File: config.mk
export PLATFORM = sky130hd
export DESIGN_NAME = uart_tx_fifo_flat
export DESIGN_NICKNAME = d
export VERILOG_FILES = /design/src/rtl/uart_tx_fifo_if.sv /design/src/rtl/uart_tx_fifo.sv /design/src/flat_wrapper.sv
export SDC_FILE = /design/constraint.sdc
export NUM_CORES = 1
export LEC_CHECK = 0
export BUFFER_PORTS_ARGS = -buffer_cell sky130_fd_sc_hd__buf_2
export CAP_MARGIN = 15
export CORE_AREA = 2 2 148 150
export CTS_CLUSTER_DIAMETER = 120
export DETAILED_ROUTE_END_ITERATION = 10
export DIE_AREA = 0 0 150 152
export HOLD_SLACK_MARGIN = 0.03
export SLEW_MARGIN = 15
export SYNTH_ARGS = -nofsm -noshare
export SYNTH_HDL_FRONTEND = slang
export SYNTH_SLANG_ARGS = --single-unit
File: constraint.sdc
create_clock -name sys_clk_i -period 4.9 [get_ports sys_clk_i]
set_input_delay 0.98 -clock sys_clk_i [delete_from_list [all_inputs] [get_ports sys_clk_i]]
set_output_delay 0.98 -clock sys_clk_i [all_outputs]
set_load 0.05 [all_outputs]
File: src/rtl/uart_tx_fifo_if.sv
// Store-path side of the UART transmitter: write strobe, data, overflow
// clear, and the status flags software polls.
interface uart_tx_fifo_if #(
    parameter int DATA_BITS  = 8,
    parameter int FIFO_DEPTH = 16
);
    localparam int CW = $clog2(FIFO_DEPTH) + 1;

    logic                 uart_wr_i;
    logic [DATA_BITS-1:0] uart_dat_i;
    logic                 uart_ovf_clr_i;
    logic                 uart_full_o;
    logic                 uart_empty_o;
    logic                 uart_busy_o;
    logic [CW-1:0]        uart_count_o;
    logic                 uart_ovf_o;

    modport master (
        output uart_wr_i, uart_dat_i, uart_ovf_clr_i,
        input  uart_full_o, uart_empty_o, uart_busy_o, uart_count_o, uart_ovf_o
    );

    modport slave (
        input  uart_wr_i, uart_dat_i, uart_ovf_clr_i,
        output uart_full_o, uart_empty_o, uart_busy_o, uart_count_o, uart_ovf_o
    );
endinterface

File: src/rtl/uart_tx_fifo.sv
// UART transmitter with write FIFO, configurable frame format and status flags.
//
// state | meaning
// ------+---------------------------------------------------------------
// IDLE  | line high, waiting for a FIFO entry
// START | start bit (low) for one bit time
// DATA  | shifting data bits LSB first, one bit time each
// PAR   | parity bit for one bit time (only when PARITY != 0)
// STOP  | line high for STOP_BITS bit times; chains straight into START
module uart_tx_fifo #(
    parameter int BAUD_DIV   = 868,
    parameter int FIFO_DEPTH = 16,
    parameter int DATA_BITS  = 8,
    parameter int PARITY     = 0,
    parameter int STOP_BITS  = 1
) (
    input  logic           sys_clk_i,
    input  logic           sys_rstn_i,
    uart_tx_fifo_if.slave  bus,
    output logic           uart_tx
);
    localparam int AW = $clog2(FIFO_DEPTH);
    localparam int CW = AW + 1;
    localparam int BW = (BAUD_DIV > 1) ? $clog2(BAUD_DIV) : 1;
    localparam logic [BW-1:0] BAUD_LOAD = BW'(BAUD_DIV - 1);
    localparam logic [2:0]    DATA_LOAD = 3'(DATA_BITS - 1);
    localparam logic [2:0]    STOP_LOAD = 3'(STOP_BITS - 1);
    localparam logic [CW-1:0] DEPTH_C   = CW'(FIFO_DEPTH);
    localparam logic          ODD_PAR   = (PARITY == 2);

    typedef enum logic [2:0] {S_IDLE, S_START, S_DATA, S_PAR, S_STOP} state_t;

    logic [DATA_BITS-1:0] mem [FIFO_DEPTH];
    logic [AW-1:0]        wr_ptr, rd_ptr;
    logic [CW-1:0]        count, count_nxt;
    logic                 full_q, empty_q, ovf_q, busy_q, tx_q, tx_nxt;
    logic                 wr_ok, wr_drop, pop;
    logic [DATA_BITS-1:0] head, shift_q, shift_nxt;
    logic                 par_q, par_nxt;
    state_t               state, state_nxt;
    logic [BW-1:0]        baud_cnt, baud_nxt;
    logic [2:0]           bit_cnt, bit_nxt;
    logic                 baud_tc, bit_tc;

    // Fullness is judged on the registered flag, i.e. before any same-edge pop.
    assign wr_ok     = bus.uart_wr_i & ~full_q;
    assign wr_drop   = bus.uart_wr_i & full_q;
    assign head      = mem[rd_ptr];
    assign baud_tc   = (baud_cnt == '0);
    assign bit_tc    = (bit_cnt == 3'd0);
    assign count_nxt = count + CW'(wr_ok) - CW'(pop);

    // Next-state, counter reloads and next line level for the frame sequencer.
    always_comb begin
        state_nxt = state;
        baud_nxt  = baud_cnt;
        bit_nxt   = bit_cnt;
        shift_nxt = shift_q;
        par_nxt   = par_q;
        tx_nxt    = tx_q;
        pop       = 1'b0;
        case (state)
            S_IDLE: begin
                tx_nxt = 1'b1;
                if (!empty_q) begin
                    pop       = 1'b1;
                    state_nxt = S_START;
                    baud_nxt  = BAUD_LOAD;
                    shift_nxt = head;
                    par_nxt   = (^head) ^ ODD_PAR;
                    tx_nxt    = 1'b0;
                end
            end
            S_START: begin
                if (baud_tc) begin
                    state_nxt = S_DATA;
                    baud_nxt  = BAUD_LOAD;
                    bit_nxt   = DATA_LOAD;
                    tx_nxt    = shift_q[0];
                end else begin
                    baud_nxt = baud_cnt - BW'(1);
                end
            end
            S_DATA: begin
                if (baud_tc) begin
                    baud_nxt = BAUD_LOAD;
                    if (bit_tc) begin
                        if (PARITY != 0) begin
                            state_nxt = S_PAR;
                            tx_nxt    = par_q;
                        end else begin
                            state_nxt = S_STOP;
                            bit_nxt   = STOP_LOAD;
                            tx_nxt    = 1'b1;
                        end
                    end else begin
                        bit_nxt   = bit_cnt - 3'd1;
                        shift_nxt = shift_q >> 1;
                        tx_nxt    = shift_q[1];
                    end
                end else begin
                    baud_nxt = baud_cnt - BW'(1);
                end
            end
            S_PAR: begin
                if (baud_tc) begin
                    state_nxt = S_STOP;
                    baud_nxt  = BAUD_LOAD;
                    bit_nxt   = STOP_LOAD;
                    tx_nxt    = 1'b1;
                end else begin
                    baud_nxt = baud_cnt - BW'(1);
                end
            end
            S_STOP: begin
                if (baud_tc) begin
                    baud_nxt = BAUD_LOAD;
                    if (!bit_tc) begin
                        bit_nxt = bit_cnt - 3'd1;
                    end else if (!empty_q) begin
                        pop       = 1'b1;
                        state_nxt = S_START;
                        shift_nxt = head;
                        par_nxt   = (^head) ^ ODD_PAR;
                        tx_nxt    = 1'b0;
                    end else begin
                        state_nxt = S_IDLE;
                        tx_nxt    = 1'b1;
                    end
                end else begin
                    baud_nxt = baud_cnt - BW'(1);
                end
            end
            default: begin
                state_nxt = S_IDLE;
                tx_nxt    = 1'b1;
            end
        endcase
    end

    // Sequencer registers; reset abandons any frame and returns the line high.
    always_ff @(posedge sys_clk_i or negedge sys_rstn_i) begin
        if (!sys_rstn_i) begin
            state    <= S_IDLE;
            baud_cnt <= '0;
            bit_cnt  <= '0;
            shift_q  <= '0;
            par_q    <= 1'b0;
            tx_q     <= 1'b1;
            busy_q   <= 1'b0;
        end else begin
            state    <= state_nxt;
            baud_cnt <= baud_nxt;
            bit_cnt  <= bit_nxt;
            shift_q  <= shift_nxt;
            par_q    <= par_nxt;
            tx_q     <= tx_nxt;
            busy_q   <= (state_nxt != S_IDLE);
        end
    end

    // FIFO pointers, occupancy, flags and sticky overflow (set beats clear).
    always_ff @(posedge sys_clk_i or negedge sys_rstn_i) begin
        if (!sys_rstn_i) begin
            wr_ptr  <= '0;
            rd_ptr  <= '0;
            count   <= '0;
            full_q  <= 1'b0;
            empty_q <= 1'b1;
            ovf_q   <= 1'b0;
        end else begin
            if (wr_ok) wr_ptr <= wr_ptr + AW'(1);
            if (pop)   rd_ptr <= rd_ptr + AW'(1);
            count   <= count_nxt;
            full_q  <= (count_nxt == DEPTH_C);
            empty_q <= (count_nxt == '0);
            if (wr_drop)                 ovf_q <= 1'b1;
            else if (bus.uart_ovf_clr_i) ovf_q <= 1'b0;
        end
    end

    // FIFO storage; entries are only written into free slots.
    always_ff @(posedge sys_clk_i) begin
        if (wr_ok) mem[wr_ptr] <= bus.uart_dat_i;
    end

    assign uart_tx          = tx_q;
    assign bus.uart_full_o  = full_q;
    assign bus.uart_empty_o = empty_q;
    assign bus.uart_busy_o  = busy_q;
    assign bus.uart_count_o = count;
    assign bus.uart_ovf_o   = ovf_q;
endmodule

File: src/flat_wrapper.sv
// flat-port wrapper written by rule: the top's interface ports become plain ports
module uart_tx_fifo_flat 
#(
    parameter int BAUD_DIV   = 868,
    parameter int FIFO_DEPTH = 16,
    parameter int DATA_BITS  = 8,
    parameter int PARITY     = 0,
    parameter int STOP_BITS  = 1
)
  (sys_clk_i, sys_rstn_i, uart_tx, bus_uart_wr_i, bus_uart_dat_i, bus_uart_ovf_clr_i, bus_uart_full_o, bus_uart_empty_o, bus_uart_busy_o, bus_uart_count_o, bus_uart_ovf_o);
  uart_tx_fifo_if #(.DATA_BITS(DATA_BITS), .FIFO_DEPTH(FIFO_DEPTH)) bus_i ();
  input  logic sys_clk_i;
  input  logic sys_rstn_i;
  output logic uart_tx;
  input wire logic [$bits(bus_i.uart_wr_i)-1:0] bus_uart_wr_i;
  input wire logic [$bits(bus_i.uart_dat_i)-1:0] bus_uart_dat_i;
  input wire logic [$bits(bus_i.uart_ovf_clr_i)-1:0] bus_uart_ovf_clr_i;
  output wire logic [$bits(bus_i.uart_full_o)-1:0] bus_uart_full_o;
  output wire logic [$bits(bus_i.uart_empty_o)-1:0] bus_uart_empty_o;
  output wire logic [$bits(bus_i.uart_busy_o)-1:0] bus_uart_busy_o;
  output wire logic [$bits(bus_i.uart_count_o)-1:0] bus_uart_count_o;
  output wire logic [$bits(bus_i.uart_ovf_o)-1:0] bus_uart_ovf_o;
  assign bus_i.uart_wr_i = bus_uart_wr_i;
  assign bus_i.uart_dat_i = bus_uart_dat_i;
  assign bus_i.uart_ovf_clr_i = bus_uart_ovf_clr_i;
  assign bus_uart_full_o = bus_i.uart_full_o;
  assign bus_uart_empty_o = bus_i.uart_empty_o;
  assign bus_uart_busy_o = bus_i.uart_busy_o;
  assign bus_uart_count_o = bus_i.uart_count_o;
  assign bus_uart_ovf_o = bus_i.uart_ovf_o;
  uart_tx_fifo #(.BAUD_DIV(BAUD_DIV), .FIFO_DEPTH(FIFO_DEPTH), .DATA_BITS(DATA_BITS), .PARITY(PARITY), .STOP_BITS(STOP_BITS)) u_core (.sys_clk_i(sys_clk_i), .sys_rstn_i(sys_rstn_i), .bus(bus_i), .uart_tx(uart_tx));
endmodule
==> impl_metrics.tcl <==
set metrics [dict create \
    critPathKind "reg2reg" \
    ys_warn_count 0 \
    dr.pass1.iters 5 \
    grt_start_max_net_pins 43 \
    hpwl_um 9610 \
    p_per_area_nw_per_um2 582 \
    mostFrequentLayoutCells "edfxtp_1, dfrtp_1, mux2i_1" \
    grt-ovfl-total 0 \
    maxSlewHeadroom_pct 32.5 \
    drt_wl_total_um 14400 \
    drt-vias-per-instance 5.17 \
    start_util_pct 34.3 \
    syn_area_per_cell_um2 14.9 \
    drv_slew 0 \
    synthToLayoutAreaGrowth_pct 13.2 \
    hold_viol_final 0 \
    clk_path_buf_depth 2 \
    synth_seq_cells 170 \
    ys_async_sr_fraction_pct 24.7 \
    design.core.area_um2 21400 \
    num_vias 4138 \
    worst_slack_ns 0.715 \
    hold_depth 1 \
    r2r-start "u_core.bit_cnt[0]" \
    cp_max_fo 12 \
    ant_nets 0 \
    min_from "u_core.shift_q[2]" \
    fin_crit_ns 4.19 \
    root_buffer "clkbuf_16" \
    power_w 0.00482 \
    max_freq_mhz 239 \
    timing.setup.tns_ns 0 \
    synth-seq-area-share_pct 66.9 \
    grt_pass1_vias 4135 \
    outcome "finished clean" \
    hold_class "reg2reg" \
    die_h_um 152 \
    cts_sinks 170 \
    fin_nets 534 \
    synth_area_um2 7320 \
    cts_tree "yes" \
    maxCapViolCount 0 \
    synth_edf_count 128 \
    layout-drive-gt1-share_pct 17.5 \
    post-cts-setup-buffers 0 \
    drc 0 \
    cp-startpoint "u_core.bit_cnt[0]" \
    rsz0062_at_grt "no" \
    drt-wirelength-per-cell_um 17.9 \
    fin_skew_ns 0.00968 \
    clkTransAtPathRegs_ns 0.07 \
    ioPinCount 22 \
    antenna_cells 0 \
    rows 54 \
    synth_cell_types 59 \
    cp.arrival_ns 4.55 \
    max-vdd-ir-drop_mv 0.301 \
    cts_made_buffers 17 \
    synthCells 490 \
    die_area_um2 22800 \
    place_congestion 0.827 \
    cts-htree-levels 4 \
    drt_iter0_drc 339 \
    crit_path_end_kind "register" \
    p_leak_nw 2.97 \
    cp-start-kind "register" \
    fin_util_pct 38.8 \
    io_buffers 21 \
    r2r_cells 16 \
    clock_latency_ns 0.43 \
    place_ws_ns 0.732 \
    tightest_slew_ns 1.01 \
    holdBufCountCts 0 \
    finalSetupViolCount 0 \
    grt_pass1_wl_um 23300 \
    post-route-period-util_pct 85.4 \
    ys_dominant_reg_cell "edfxtp_1" \
    crit_required_ns 5.27 \
    cts_resized 0 \
    groute.usage.overall_pct 13.5 \
    layout_commonest_cell "edfxtp_1" \
    synth_nets 517 \
    hold_ws_ns 0.518 \
    die_w_um 150 \
    antenna_found_initial 0 \
]
## kinds of logic after synthesis
| family | count (synthesis) | synth area share [%] |
|---|---|---|
| flip-flops | 170 | 66.9 |
| buffers and inverters | 46 | 2.58 |
| multiplexers | 54 | 10.4 |
| adder cells (fa/ha/maj) | 15 | 2.67 |
| XOR/XNOR | 11 | 1.32 |
| AO/OA/AOI/OAI | 95 | 8.86 |
| AND/OR/NAND/NOR | 99 | 7.22 |
## metal layers
layer	track usage (%)	wire, um	up-vias
met2	21.9	7000	92
met3	2.82	593	17
met4	4.58	255	0
met1	18.1	6510	2097
met5	0	0	-
li1	-	-	1932
## sequential cells by signal, summed over array words and instances (netlist names), 3 cells and up
| name | cells |
|---|---|
| u_core.mem | 128 |
| u_core.baud_cnt | 10 |
| u_core.shift_q | 8 |
| u_core.bus.uart_count_o | 5 |
| u_core.rd_ptr | 4 |
| u_core.wr_ptr | 4 |
| u_core.bit_cnt | 3 |
| u_core.state | 3 |
## stage by stage
step,cells,area (um^2)
floorplan,490,7320
global placement,768,7670
detailed placement,768,7670
CTS,800,8280
global route,800,8280
finish,800,8280
## critical path, cell delays in order, from the launching register on
cell	delay, ns
dfrtp_1	0.37
inv_1	0.06
ha_1	0.21
ha_1	0.27
or4b_2	0.68
nor3_1	0.16
o31a_1	0.50
nand2_1	0.28
inv_1	0.12
ha_1	0.12
inv_1	0.04
ha_1	0.19
fa_1	0.41
a21o_1	0.19
a21oi_1	0.18
xnor2_1	0.19
and2_1	0.17
## worst paths after layout
| kind | to | slack (ns) |
|---|---|---|
| min in group asynchronous | u_core.shift_q[3] | 0.70 |
| hold reg to reg | u_core.shift_q[2] | 0.52 |
| max in group asynchronous | u_core.rd_ptr[0] | 3.52 |
| setup reg to reg | u_core.bus.uart_full_o | 0.71 |
| setup / recovery | u_core.bus.uart_full_o | 0.71 |
| hold / removal | u_core.shift_q[2] | 0.52 |
## report_power, final
group	internal, W	switching (W)	total, W
Sequential	0.00182	0.000277	0.00210
Combinational	0.000590	0.000765	0.00136
Clock	0.000772	0.000596	0.00137
## cell type report
cell class	count	area [um^2]
multi-input cells	274	2230
flip-flops and latches	170	4900
clock inverters	15	180
inverters	22	82.6
well taps	280	350
repair buffers	22	113
clock buffers	17	425
fillers	1984	13100
## synth_stat cells, types with 10 or more instances
cell,instances,area (um^2)
ha_1,14,175
dfrtp_1,40,1000
edfxtp_1,128,3840
a21oi_1,16,80.1
and2_1,19,119
mux4_2,17,383
nor2_1,26,97.6
a221oi_1,16,140
mux2i_1,30,300
clkbuf_1,11,41.3
inv_1,20,75.1
nand2_1,17,63.8
xnor2_1,10,87.6
o21ai_0,20,100
No activity file was read; power rests on OpenSTA's default activity.
